File: src/rtl/jtag_scan_driver.sv
// JTAG scan master: runs one IR scan then one DR scan per Start request,
// drives registered TMS/TDI, captures TDO into IR_Out/DR_Out.
// Ports: TCLK, RstBar (async low); Start, Instr, DR_In, TDO_In in;
//   TMS, TDI, Busy, Done, IR_Out, DR_Out out.
// Option: JTAG_SCAN_DRV_TLR_PREAMBLE_EN adds a 5-edge TMS=1 preamble
//   so every scan starts from Test-Logic-Reset.
module jtag_scan_driver #(
  parameter int IR_W = 3,
  parameter int DR_W = 20
) (
  input  logic            TCLK,
  input  logic            RstBar,
  input  logic            Start,
  input  logic [IR_W-1:0] Instr,
  input  logic [DR_W-1:0] DR_In,
  input  logic            TDO_In,
  output logic            TMS,
  output logic            TDI,
  output logic            Busy,
  output logic            Done,
  output logic [IR_W-1:0] IR_Out,
  output logic [DR_W-1:0] DR_Out
);

  localparam int MAXW = (IR_W > DR_W) ? IR_W : DR_W;
`ifdef JTAG_SCAN_DRV_TLR_PREAMBLE_EN
  localparam int CNTMAX = (MAXW > 5) ? MAXW : 5;
`else
  localparam int CNTMAX = MAXW;
`endif
  localparam int CW = $clog2(CNTMAX + 1);
  localparam logic [CW-1:0] IR_LAST = CW'(IR_W - 1);
  localparam logic [CW-1:0] DR_LAST = CW'(DR_W - 1);
`ifdef JTAG_SCAN_DRV_TLR_PREAMBLE_EN
  localparam logic [CW-1:0] PRE_LAST = CW'(4);
`endif

  // Each state names the TAP state the currently presented TMS
  // value moves the target into on the next rising edge.
  typedef enum logic [3:0] {
    IDLE, PRE, ENTRY, SEL_DR1, SEL_IR, CAP_IR,
    SHIFT_IR, EXIT1_IR, UPD_IR, SEL_DR2, CAP_DR,
    SHIFT_DR, EXIT1_DR, UPD_DR, DONE
  } state_t;

  state_t          state, state_n;
  logic [CW-1:0]   cnt, cnt_n;
  logic            tlr, tlr_n;
  logic [IR_W-1:0] instr_q;
  logic [DR_W-1:0] dr_q;
  logic            sh_ir, sh_dr;
  logic            tms_n, tdi_n;
  logic            ir_bit, dr_bit;
  logic            start_acc;

  assign start_acc = (state == IDLE) && Start;

  always_comb begin
    ir_bit = 1'b0;
    for (int i = 0; i < IR_W; i++)
      if (cnt == CW'(i)) ir_bit = instr_q[i];
    dr_bit = 1'b0;
    for (int i = 0; i < DR_W; i++)
      if (cnt == CW'(i)) dr_bit = dr_q[i];
  end

  always_comb begin
    state_n = state;
    cnt_n   = '0;
    tdi_n   = 1'b0;
    tlr_n   = tlr && !start_acc;
    unique case (state)
      IDLE: begin
        if (Start) begin
`ifdef JTAG_SCAN_DRV_TLR_PREAMBLE_EN
          state_n = PRE;
`else
          state_n = tlr ? ENTRY : SEL_DR1;
`endif
        end
      end
`ifdef JTAG_SCAN_DRV_TLR_PREAMBLE_EN
      PRE: begin
        if (cnt == PRE_LAST) state_n = ENTRY;
        else cnt_n = cnt + CW'(1);
      end
`endif
      ENTRY:    state_n = SEL_DR1;
      SEL_DR1:  state_n = SEL_IR;
      SEL_IR:   state_n = CAP_IR;
      CAP_IR:   state_n = SHIFT_IR;
      // Value presented after SHIFT_IR count c is consumed on shift
      // edge c, so the bit at index cnt goes out next.
      SHIFT_IR: begin
        tdi_n = ir_bit;
        if (cnt == IR_LAST) state_n = EXIT1_IR;
        else cnt_n = cnt + CW'(1);
      end
      EXIT1_IR: state_n = UPD_IR;
      UPD_IR:   state_n = SEL_DR2;
      SEL_DR2:  state_n = CAP_DR;
      CAP_DR:   state_n = SHIFT_DR;
      SHIFT_DR: begin
        tdi_n = dr_bit;
        if (cnt == DR_LAST) state_n = EXIT1_DR;
        else cnt_n = cnt + CW'(1);
      end
      EXIT1_DR: state_n = UPD_DR;
      UPD_DR:   state_n = DONE;
      DONE:     state_n = IDLE;
      default:  state_n = IDLE;
    endcase

    case (state_n)
      PRE, SEL_DR1, SEL_IR, EXIT1_IR,
      UPD_IR, SEL_DR2, EXIT1_DR, UPD_DR: tms_n = 1'b1;
      IDLE:    tms_n = tlr_n;
      default: tms_n = 1'b0;
    endcase
  end

  always_ff @(posedge TCLK or negedge RstBar) begin
    if (!RstBar) begin
      state   <= IDLE;
      cnt     <= '0;
      tlr     <= 1'b1;
      instr_q <= '0;
      dr_q    <= '0;
      sh_ir   <= 1'b0;
      sh_dr   <= 1'b0;
      TMS     <= 1'b1;
      TDI     <= 1'b0;
      Busy    <= 1'b0;
      Done    <= 1'b0;
      IR_Out  <= '0;
      DR_Out  <= '0;
    end else begin
      state <= state_n;
      cnt   <= cnt_n;
      tlr   <= tlr_n;
      TMS   <= tms_n;
      TDI   <= tdi_n;
      Busy  <= (state_n != IDLE);
      Done  <= (state == DONE);
      // Target is in Shift-xR on the edge after one that entered it.
      sh_ir <= (state == SHIFT_IR);
      sh_dr <= (state == SHIFT_DR);
      if (start_acc) begin
        instr_q <= Instr;
        dr_q    <= DR_In;
      end
      if (sh_ir)
        IR_Out <= (IR_Out >> 1) |
                  (IR_W'(TDO_In) << (IR_W - 1));
      if (sh_dr)
        DR_Out <= (DR_Out >> 1) |
                  (DR_W'(TDO_In) << (DR_W - 1));
    end
  end

endmodule
File: config.mk
export PLATFORM = sky130hd
export DESIGN_NAME = jtag_scan_driver
export DESIGN_NICKNAME = d
export VERILOG_FILES = /design/src/rtl/jtag_scan_driver.sv
export SDC_FILE = /design/constraint.sdc
export NUM_CORES = 1
export LEC_CHECK = 0
export ABC_AREA = 1
export BUFFER_PORTS_ARGS = -buffer_cell sky130_fd_sc_hd__clkbuf_2
export CORE_ASPECT_RATIO = 1.25
export CORE_MARGIN = 4
export CORE_UTILIZATION = 30
export DETAILED_ROUTE_END_ITERATION = 8
export PLACE_DENSITY = 0.47
export SETUP_SLACK_MARGIN = 0.1
export SYNTH_ARGS = -nofsm -noshare
export SYNTH_HDL_FRONTEND = slang
export SYNTH_SLANG_ARGS = --single-unit
File: constraint.sdc
create_clock -name TCLK -period 2.35 [get_ports TCLK]
set_input_delay 0 -clock TCLK [delete_from_list [all_inputs] [get_ports TCLK]]
set_output_delay 0 -clock TCLK [all_outputs]
set_load 0.05 [all_outputs]
# Word-level counts from Yosys, hierarchy flattened
# Cells that the tools add are included.
[word_totals]
ff_bits = 62
in_bits = 27
out_inout_bits = 27
elab_cells = 97
[classes]
n_addsub = 1
n_eq_ne = 40
mux = 33
n_bitwise = 2
reduce_logical = 8
[ops]
columns = ["op", "count"]
rows = [
  ["$pmux W4 S13", 1],
  ["$eq A4 B4 Y1 const B", 11],
  ["$eq A5 B4 Y1 const B", 8],
  ["$eq A4 B3 Y1 const B", 6],
  ["$mux W1", 24],
  ["$eq A5 B3 Y1 const B", 4],
  ["$eq A5 B5 Y1 const B", 4],
  ["$or A19 B20 Y20", 1],
  ["$eq A4 B2 Y1 const B", 3],
  ["$mux W4", 3],
  ["$eq A5 B2 Y1 const B", 2],
  ["$mux W5", 2],
  ["$pmux W5 S2", 1],
  ["$logic_not A4 Y1", 2],
  ["$reduce_or A8 Y1", 1],
  ["$add A5 B1 Y5 const B", 1],
  ["$eq A5 B1 Y1 const B", 1],
  ["$logic_not A5 Y1", 1],
  ["$eq A4 B1 Y1 const B", 1],
  ["$pmux W1 S2", 2],
  ["$reduce_bool A4 Y1", 1],
  ["$or A2 B3 Y3", 1],
  ["$logic_and A1 B1 Y1", 2],
  ["$logic_not A1 Y1", 1],
]

# Logic depth before layout (Yosys ltp)
# Gate-level depths: netlist (run 1).
[depth]
ltp_word = 22
depth_mapped = 26
ltp_nobuf = 26

# Least setup slack after synthesis (run 1)
# No wires, ideal clock.
[synth_timing]
kind = "register -> register"
from = "register cnt[0]"
to = "register TDI"
setup_time_ns = 0.120
arrival_time_ns = 1.818
t_required_ns = 2.230
setup_slack_ns = 0.412
path_stages_with_launch = 26
cell_sequence = "dfrtp_1 > inv_1 > ha_1 > inv_1 > nor2_2 > nand2_2 > o21ai_2 > inv_1 > nand2_1 > nand2_1 > nand2_1 > nand2_1 > nand2_1 > nand2_1 > nand2_1 > nand2_1 > nand2_1 > nand2_1 > nand2_1 > nand2_1 > nand2_1 > nand2_1 > nand2_1 > nand2_1 > nand2_1 > nand2_1"
[synth_between]
elab_chain_len = 22
word_cells_on_any_way = 44
cone_classes = "19 x eq/ne; 24 x mux; 1 x reduce/logical"
[synth_lines]
columns = ["item", "line_no", "source"]
rows = [
  ["start: declaration", "47", "logic [CW-1:0] cnt, cnt_n;"],
  ["start signal: assignment", "139", "cnt <= cnt_n;"],
  ["$logic_not A5 Y1", "61, 64", ""],
  ["$mux W1 (20 in series)", "64", "if (cnt == CW'(i)) dr_bit = dr_q[i];"],
  ["$pmux W1 S2 *", "72", "unique case (state)"],
  ["net tdi_n", "52", "logic tms_n, tdi_n;"],
  ["end signal: assignment", "142", "TDI <= tdi_n;"],
  ["end: declaration", "18", "output logic TDI,"],
]
# Mark *: on every way through the listed nets, which the timed path passes. The rest lies on a longest branch.
# A chain may end at the register's enable or synchronous reset.

# Worst setup path after layout (run 1)
# Same ends and word-level chain as after synthesis.

==> results of run 1 <==
## per-stage QoR
| stage | hold slack (ps) | worst slack, ps |
|---|---|---|
| after floorplan | -295.6 | 412.1 |
| after global placement | 65.81 | 216.6 |
| after detailed placement | 70.27 | 162.3 |
| after CTS | 96.78 | 118.1 |
| after global routing | 136.8 | -19.29 |
| final | 114.0 | 228.6 |
## flip-flops by register name (all words and copies together) (netlist names)
name / count
Busy: 1
DR_Out: 20
Done: 1
IR_Out: 3
TDI: 1
TMS: 1
cnt: 5
dr_q: 20
instr_q: 3
sh_dr: 1
sh_ir: 1
state: 4
tlr: 1
## what timing repair did
| item | 4_1_cts | 5_1_grt |
|---|---|---|
| buffers inserted | 0 | 2 |
| setup endpoints to repair | 0 | 1 |
| gates resized for setup | 0 | 10 |
| endpoints found under the hold margin | 50 | 0 |
| hold buffers | 25 | 0 |
## worst max-delay path, delay by kind of cell (launching register included)
| family | cells | cell delay [ps] |
|---|---|---|
| adder cells (fa/ha/maj) | 1 | 240 |
| buffers and inverters | 3 | 310 |
| AND/OR/NAND/NOR | 20 | 1010 |
| flip-flops | 1 | 440 |
## routing by layer
metal	GRT usage (%)	routed length (µm)	vias up
met2	21.86	3383	50
li1	-	-	1321
met1	15.49	2799	1176
met4	6.053	153	0
met5	0	0	-
met3	3.947	337	14
## power by group through the flow
stage / registers (mW) / clock network (mW) / logic [mW]
6_report: 1.83 / 1.21 / 2.16
2_1_floorplan: 2.52 / 0 / 0.903
5_1_grt: 1.90 / 1.31 / 2.41
3_5_place_dp: 1.86 / 0 / 2.13
3_3_place_gp: 1.85 / 0 / 2.12
4_1_cts: 1.84 / 1.27 / 2.18
## final timing paths
check	start	to	cells after the start
worst max-delay path	cnt[0]	TDI	24
worst min-delay path	Start	dr_q[14]	4
worst max register to register	cnt[0]	TDI	24
worst min register to register	dr_q[4]	dr_q[4]	2
max in group asynchronous	RstBar	tlr	3
min in group asynchronous	RstBar	DR_Out[0]	2
## layout make-up
class,count,area (µm²)
multi-input combinational,245,1186
clock buffer,11,242.7
inverter,52,195.2
fill,972,5597
clock inverter,5,35.03
timing repair buffer,88,590.6
sequential,62,1555
tap,126,157.7
## placed cells by master (no fill, tap or decap), types with 2 or more instances in the layout
cell type	netlist	final
a31oi_1	2	2
o22ai_1	2	2
dfstp_2	2	2
nand3_1	12	12
nor2_4	3	6
nand4_1	2	2
o21ai_2	4	4
ha_1	5	3
clkbuf_16	0	9
dlygate4sd3_1	0	25
nand2_1	135	135
inv_2	13	15
buf_4	0	10
dfrtp_1	60	59
inv_1	39	37
a21oi_1	12	12
nor2_1	35	35
clkinvlp_4	0	4
clkbuf_2	0	53
o21ai_0	17	17
## cells by family (layout without fill, tap and decap cells)
kind of cell | after synthesis | count (layout) | share of synthesized area [%]
AO/OA/AOI/OAI | 45 | 45 | 9.522
adder cells (fa/ha/maj) | 5 | 5 | 2.135
buffers and inverters | 60 | 156 | 7.686
flip-flops | 62 | 62 | 53.03
multiplexers | 1 | 1 | 0.3843
AND/OR/NAND/NOR | 194 | 194 | 27.24
==> impl_metrics.csv, run 1 <==
group,metric,value,unit
drt,routedWlPerCell,11.33,µm
synthesis,ys_ff_latch,62,
critical_path,crit_path_end_kind,"register",
sta,post-route-period-util,90.27,%
drt,remaining_drc_errors,0,
synthesis,avgSynthCellArea,7.984,µm²
synthesis,synth_edf_count,0,
power,p_sw,2.323,mW
sta,fin_tns_setup,0,ps
synthesis,synthCells,367,
synthesis,ys.flop_type,"dfrtp_1",
drt,wirelength,6.673,mm
grt,grt_overflow,0,
hold_path,hp-class,"in2reg",
synthesis,yosys_warnings,0,
floorplan,io-pin-count,54,
synthesis,netlist-cell-type-count,29,
floorplan,initial_core_util,30.65,%
clock_network,clk_pin_slew,60,ps
drt,drt_iter0_drc,61,
placed_design,dp_cells,546,
synthesis,yosysMostFrequentCell,"nand2_1",
synthesis,synth_nets,399,
critical_path,cp_common_cell,"nand2_1",
sta,setup_viol,0,
clock_network,clk_latency,330,ps
cells_and_area,fin_util,41.45,%
power,p_int,2.879,mW
power,clkPwrFrac,23.2,%
sta,max_freq,0.4714,GHz
drt,firstDrtPassIters,4,
critical_path,crit_path_cell_trace,"ha_1 -> inv_2 -> nor2_1 -> buf_4 -> nand3_1 -> nand2_1 -> inv_2 -> nand2_1 -> nand2_1 -> nand2_1 -> nand2_1 -> nand2_1 -> nand2_1 -> nand2_1 -> nand2_1 -> nand2_1 -> nand2_1 -> nand2_1 -> nand2_1 -> nand2_1 -> nand2_1 -> nand2_1 -> nand2_1 -> nand2_1",
critical_path,slowest_stage,"dfrtp_2",
critical_path,critPathMaxStageDelay,440,ps
critical_path,worstSetupPathType,"reg2reg",
placed_design,routabilityCongestion,0.8950,
sta,hold_viol,0,
grt,grt_max_degree,41,
synthesis,yosysTopAreaCellShare,51.24,%
critical_path,start_kind,"register",
power,combPwrFrac,41.6,%
synthesis,synth_top_cell_by_area,"dfrtp_1",
sta,fin_skew,6.355,ps
synthesis,synth_top_cells_by_area,"dfrtp_1 (51%), nand2_1 (17%), inv_1 (5.0%)",
floorplan,row_count,40,
clock_network,cts-root-buf,"clkbuf_16",
sta,max_slew_margin,55.70,%
cells_and_area,final_cells,589,
placed_design,placed_area,3383,µm²
drt,drt-vias-per-instance,4.348,
run_status,status,"complete, no violations",
floorplan,die_y,118.5,µm
sta,rsz0062_at_grt,"true",
critical_path,cp_max_fo,5,
sta,worst_pin_slew,664.5,ps
grt,grt_pass1_wl,11.72,mm
sta,slew_viol_final,0,
power,powerDensity,1313,nW/µm²
clock_network,clock_path_buffers,2,
cells_and_area,stdcell_area,3963,µm²
cells_and_area,diodes,0,
floorplan,coreArea,9559,µm²
run,drv_cap,0,
cells_and_area,syn_to_final_growth,35.23,%
drt,vias,2561,
sta,min_period,2121,ps
critical_path,critPathRequiredTime,2570,ps
floorplan,die_w,96.40,µm
floorplan,dieArea,11420,µm²
synthesis,yosysSeqAreaShare,53.03,%
placed_design,io_buffers,53,
power,seq_power_share,35.2,%
clock_network,cts_made_buffers,9,
placed_design,place_hpwl,4.968,mm
synthesis,netlist_area,2930,µm²
synthesis,synthArstFlopShare,100.0,%
clock_network,cts_tree,"done",
clock_network,htreeDepth,3,
critical_path,r2r_slack,230,ps
power,peakVddDrop,365.0,µV
critical_path,worstPathArrival,2340,ps
drt,drtAntennaViolNets,0,
synthesis,synthTopCellsByCount,"nand2_1 (135), dfrtp_1 (60), inv_1 (39), nor2_1 (35), o21ai_0 (17)",
grt,antenna_found_initial,0,
cells_and_area,nets,490,
power,power,5.203,mW
grt,grt_pass1_vias,2519,
power,switching_share,44.65,%
cells_and_area,layout-drive-gt1-share,24.84,%
clock_network,cts_sinks,62,
power,power_leakage,2.004,nW
grt,grtUsageTotal,13.24,%
Power figures use the tool's default switching activity.
==> run 2, diff against run 1 <==
--- a/config.mk
+++ b/config.mk
@@ -11,7 +11,7 @@
 export CORE_MARGIN = 4
 export CORE_UTILIZATION = 30
 export DETAILED_ROUTE_END_ITERATION = 8
-export PLACE_DENSITY = 0.47
+export PLACE_DENSITY = 0.49
 export SETUP_SLACK_MARGIN = 0.1
 export SYNTH_ARGS = -nofsm -noshare
 export SYNTH_HDL_FRONTEND = slang
==> constraint.sdc (replaced) <==
create_clock -name TCLK -period 1.8 [get_ports TCLK]
set_input_delay 0 -clock TCLK [delete_from_list [all_inputs] [get_ports TCLK]]
set_output_delay 0 -clock TCLK [all_outputs]
set_load 0.05 [all_outputs]
==> impl_metrics.csv, run 2 (synthesis results as in run 1) <==
group,metric,value,unit
grt,grt_pass1_wl,12.30,mm
cells_and_area,syn_to_final_growth,47.82,%
drt,vias,2682,
critical_path,cp_max_fo,5,
sta,worst_pin_slew,359.5,ps
hold_path,hp-class,"in2reg",
sta,max_freq,0.4811,GHz
placed_design,place_hpwl,5.097,mm
critical_path,slowest_stage,"dfrtp_2",
floorplan,row_count,40,
grt,antenna_found_initial,0,
critical_path,start_kind,"register",
critical_path,r2r_slack,-280,ps
floorplan,initial_core_util,30.65,%
sta,max_slew_margin,75.78,%
grt,grtUsageTotal,13.95,%
sta,slew_viol_final,0,
clock_network,htreeDepth,3,
cells_and_area,final_common_cell,"nand2_1",
placed_design,io_buffers,53,
cells_and_area,largest_registers,"DR_Out: 20 flops, dr_q: 20 flops, cnt: 5 flops",
floorplan,coreArea,9559,µm²
drt,routedWlPerCell,11.63,µm
sta,setup_viol,2,
sta,whs,32.94,ps
floorplan,die_w,96.40,µm
floorplan,die_y,118.5,µm
clock_network,clk_pin_slew,50,ps
critical_path,cp-startpoint,"cnt[0]",
critical_path,cp_common_cell,"nand2_1",
critical_path,crit_path_end_kind,"register",
clock_network,cts_made_buffers,9,
cells_and_area,n_fill_cell,986,
power,peakVddDrop,489.0,µV
sta,fin_tns_setup,-443.4,ps
placed_design,routabilityCongestion,0.8370,
sta,post-route-period-util,115.5,%
run_status,failed_checks,"negative setup slack",
floorplan,dieArea,11420,µm²
drt,drtAntennaViolNets,0,
sta,rsz0062_at_grt,"true",
cells_and_area,diodes,0,
drt,firstDrtPassIters,4,
hold_path,worst_hold_path.num_cells,4,
cells_and_area,nets,518,
hold_path,hold-path-endpoint,"tlr",
clock_network,cts_tree,"done",
run_status,status,"complete, but fails checks",
drt,drt_iter0_drc,81,
grt,grt_max_degree,41,
run,drv_cap,0,
drt,remaining_drc_errors,0,
critical_path,timing.rr.end,"TDI",
clock_network,clk_latency,330,ps
cells_and_area,layout-drive-gt1-share,31.36,%
sta,min_period,2078,ps
sta,fin_skew,2.782,ps
critical_path,rr_worst_depth,20,
cells_and_area,mostFrequentLayoutCells,"nand2_1 (135), dfrtp_1 (56), clkbuf_2 (53), inv_1 (34), nor2_1 (32)",
critical_path,critPathMaxStageDelay,470,ps
power,power,7.412,mW
clock_network,clock_path_buffers,2,
clock_network,cts-root-buf,"clkbuf_16",
critical_path,crit_path_cell_trace,"inv_4 -> ha_4 -> inv_1 -> nor2_4 -> buf_4 -> nand2_1 -> o21ai_0 -> inv_2 -> nand2_1 -> nand2_1 -> nand2_1 -> nand2_1 -> nand2_1 -> nand2_1 -> nand2_1 -> nand2_1 -> nand2_1 -> nand2_1 -> nand2_1 -> nand2_1",
power,powerDensity,1711,nW/µm²
critical_path,worstPathArrival,2290,ps
critical_path,critPathRequiredTime,2020,ps
grt,grt_pass1_vias,2756,
grt,grt_overflow,0,
hold_path,worstHoldStart,"Start",
placed_design,pre_cts_ws,-361.5,ps
drt,drt-vias-per-instance,4.347,
critical_path,worstSetupPathType,"reg2reg",
power,power_leakage,2.187,nW
critical_path,r2r_start,"cnt[0]",
drt,wirelength,7.173,mm
clock_network,cts_sinks,62,
floorplan,io-pin-count,54,
sta,hold_viol,0,
sta,layout_setup_ws,-278.5,ps
-- run 2: where the power goes --
part	switching (mW)	internal (mW)
Clock	0.601	1.24
Sequential	0.421	1.99
Combinational	2.12	1.04
-- run 2: critical path, delay by kind of cell, from the launching register on --
kind / cells / cell delay (ps)
adders and majority gates: 1 / 140
DFF: 1 / 470
and+or+nand+nor: 14 / 820
buffers and inverters: 4 / 340
AOI/OAI and AO/OA: 1 / 210
-- run 2: layout make-up --
cell class | count | area (µm²) | area share (%)
sequential | 62 | 1559 | 35.99
multi-input combinational | 245 | 1247 | 28.80
timing repair buffer | 116 | 853.3 | 19.70
clock buffer | 12 | 246.5 | 5.690
inverter | 52 | 197.7 | 4.564
tap | 126 | 157.7 | 3.640
clock inverter | 4 | 70.07 | 1.618
-- run 2: worst max-delay path by stage --
stage          end  cells after the start
2_1_floorplan  TDI                     25
3_3_place_gp   TDI                     26
3_5_place_dp   TDI                     26
4_1_cts        TDI                     23
5_1_grt        TDI                     25
6_report       TDI                     20
-- run 2: what timing repair did --
action,in CTS,in global routing
gates resized for setup,12,21
hold endpoints to repair,87,0
gates cloned,0,0
pin swaps,4,9
hold buffers,25,0
setup endpoints to repair,2,31
setup buffers,5,5
-- run 2: metal layers --
layer / global-route usage, % / share of wire, % / wire length, µm / vias to the layer above
met5: 0 / 0 / 0 / -
met1: 16.47 / 42 / 3007 / 1241
met4: 5.439 / 1.9 / 133 / 0
met2: 23.41 / 52 / 3735 / 54
li1: - / - / - / 1377
met3: 4.010 / 4.1 / 296 / 10
-- run 2: per-stage QoR --
step                utilization [%]  area, µm²  cells
finish                        45.31       4332    617
global route                  45.31       4332    617
CTS                           44.15       4220    614
detailed placement            37.28       3563    568
global placement              37.28       3563    568
floorplan                         -       2933    367
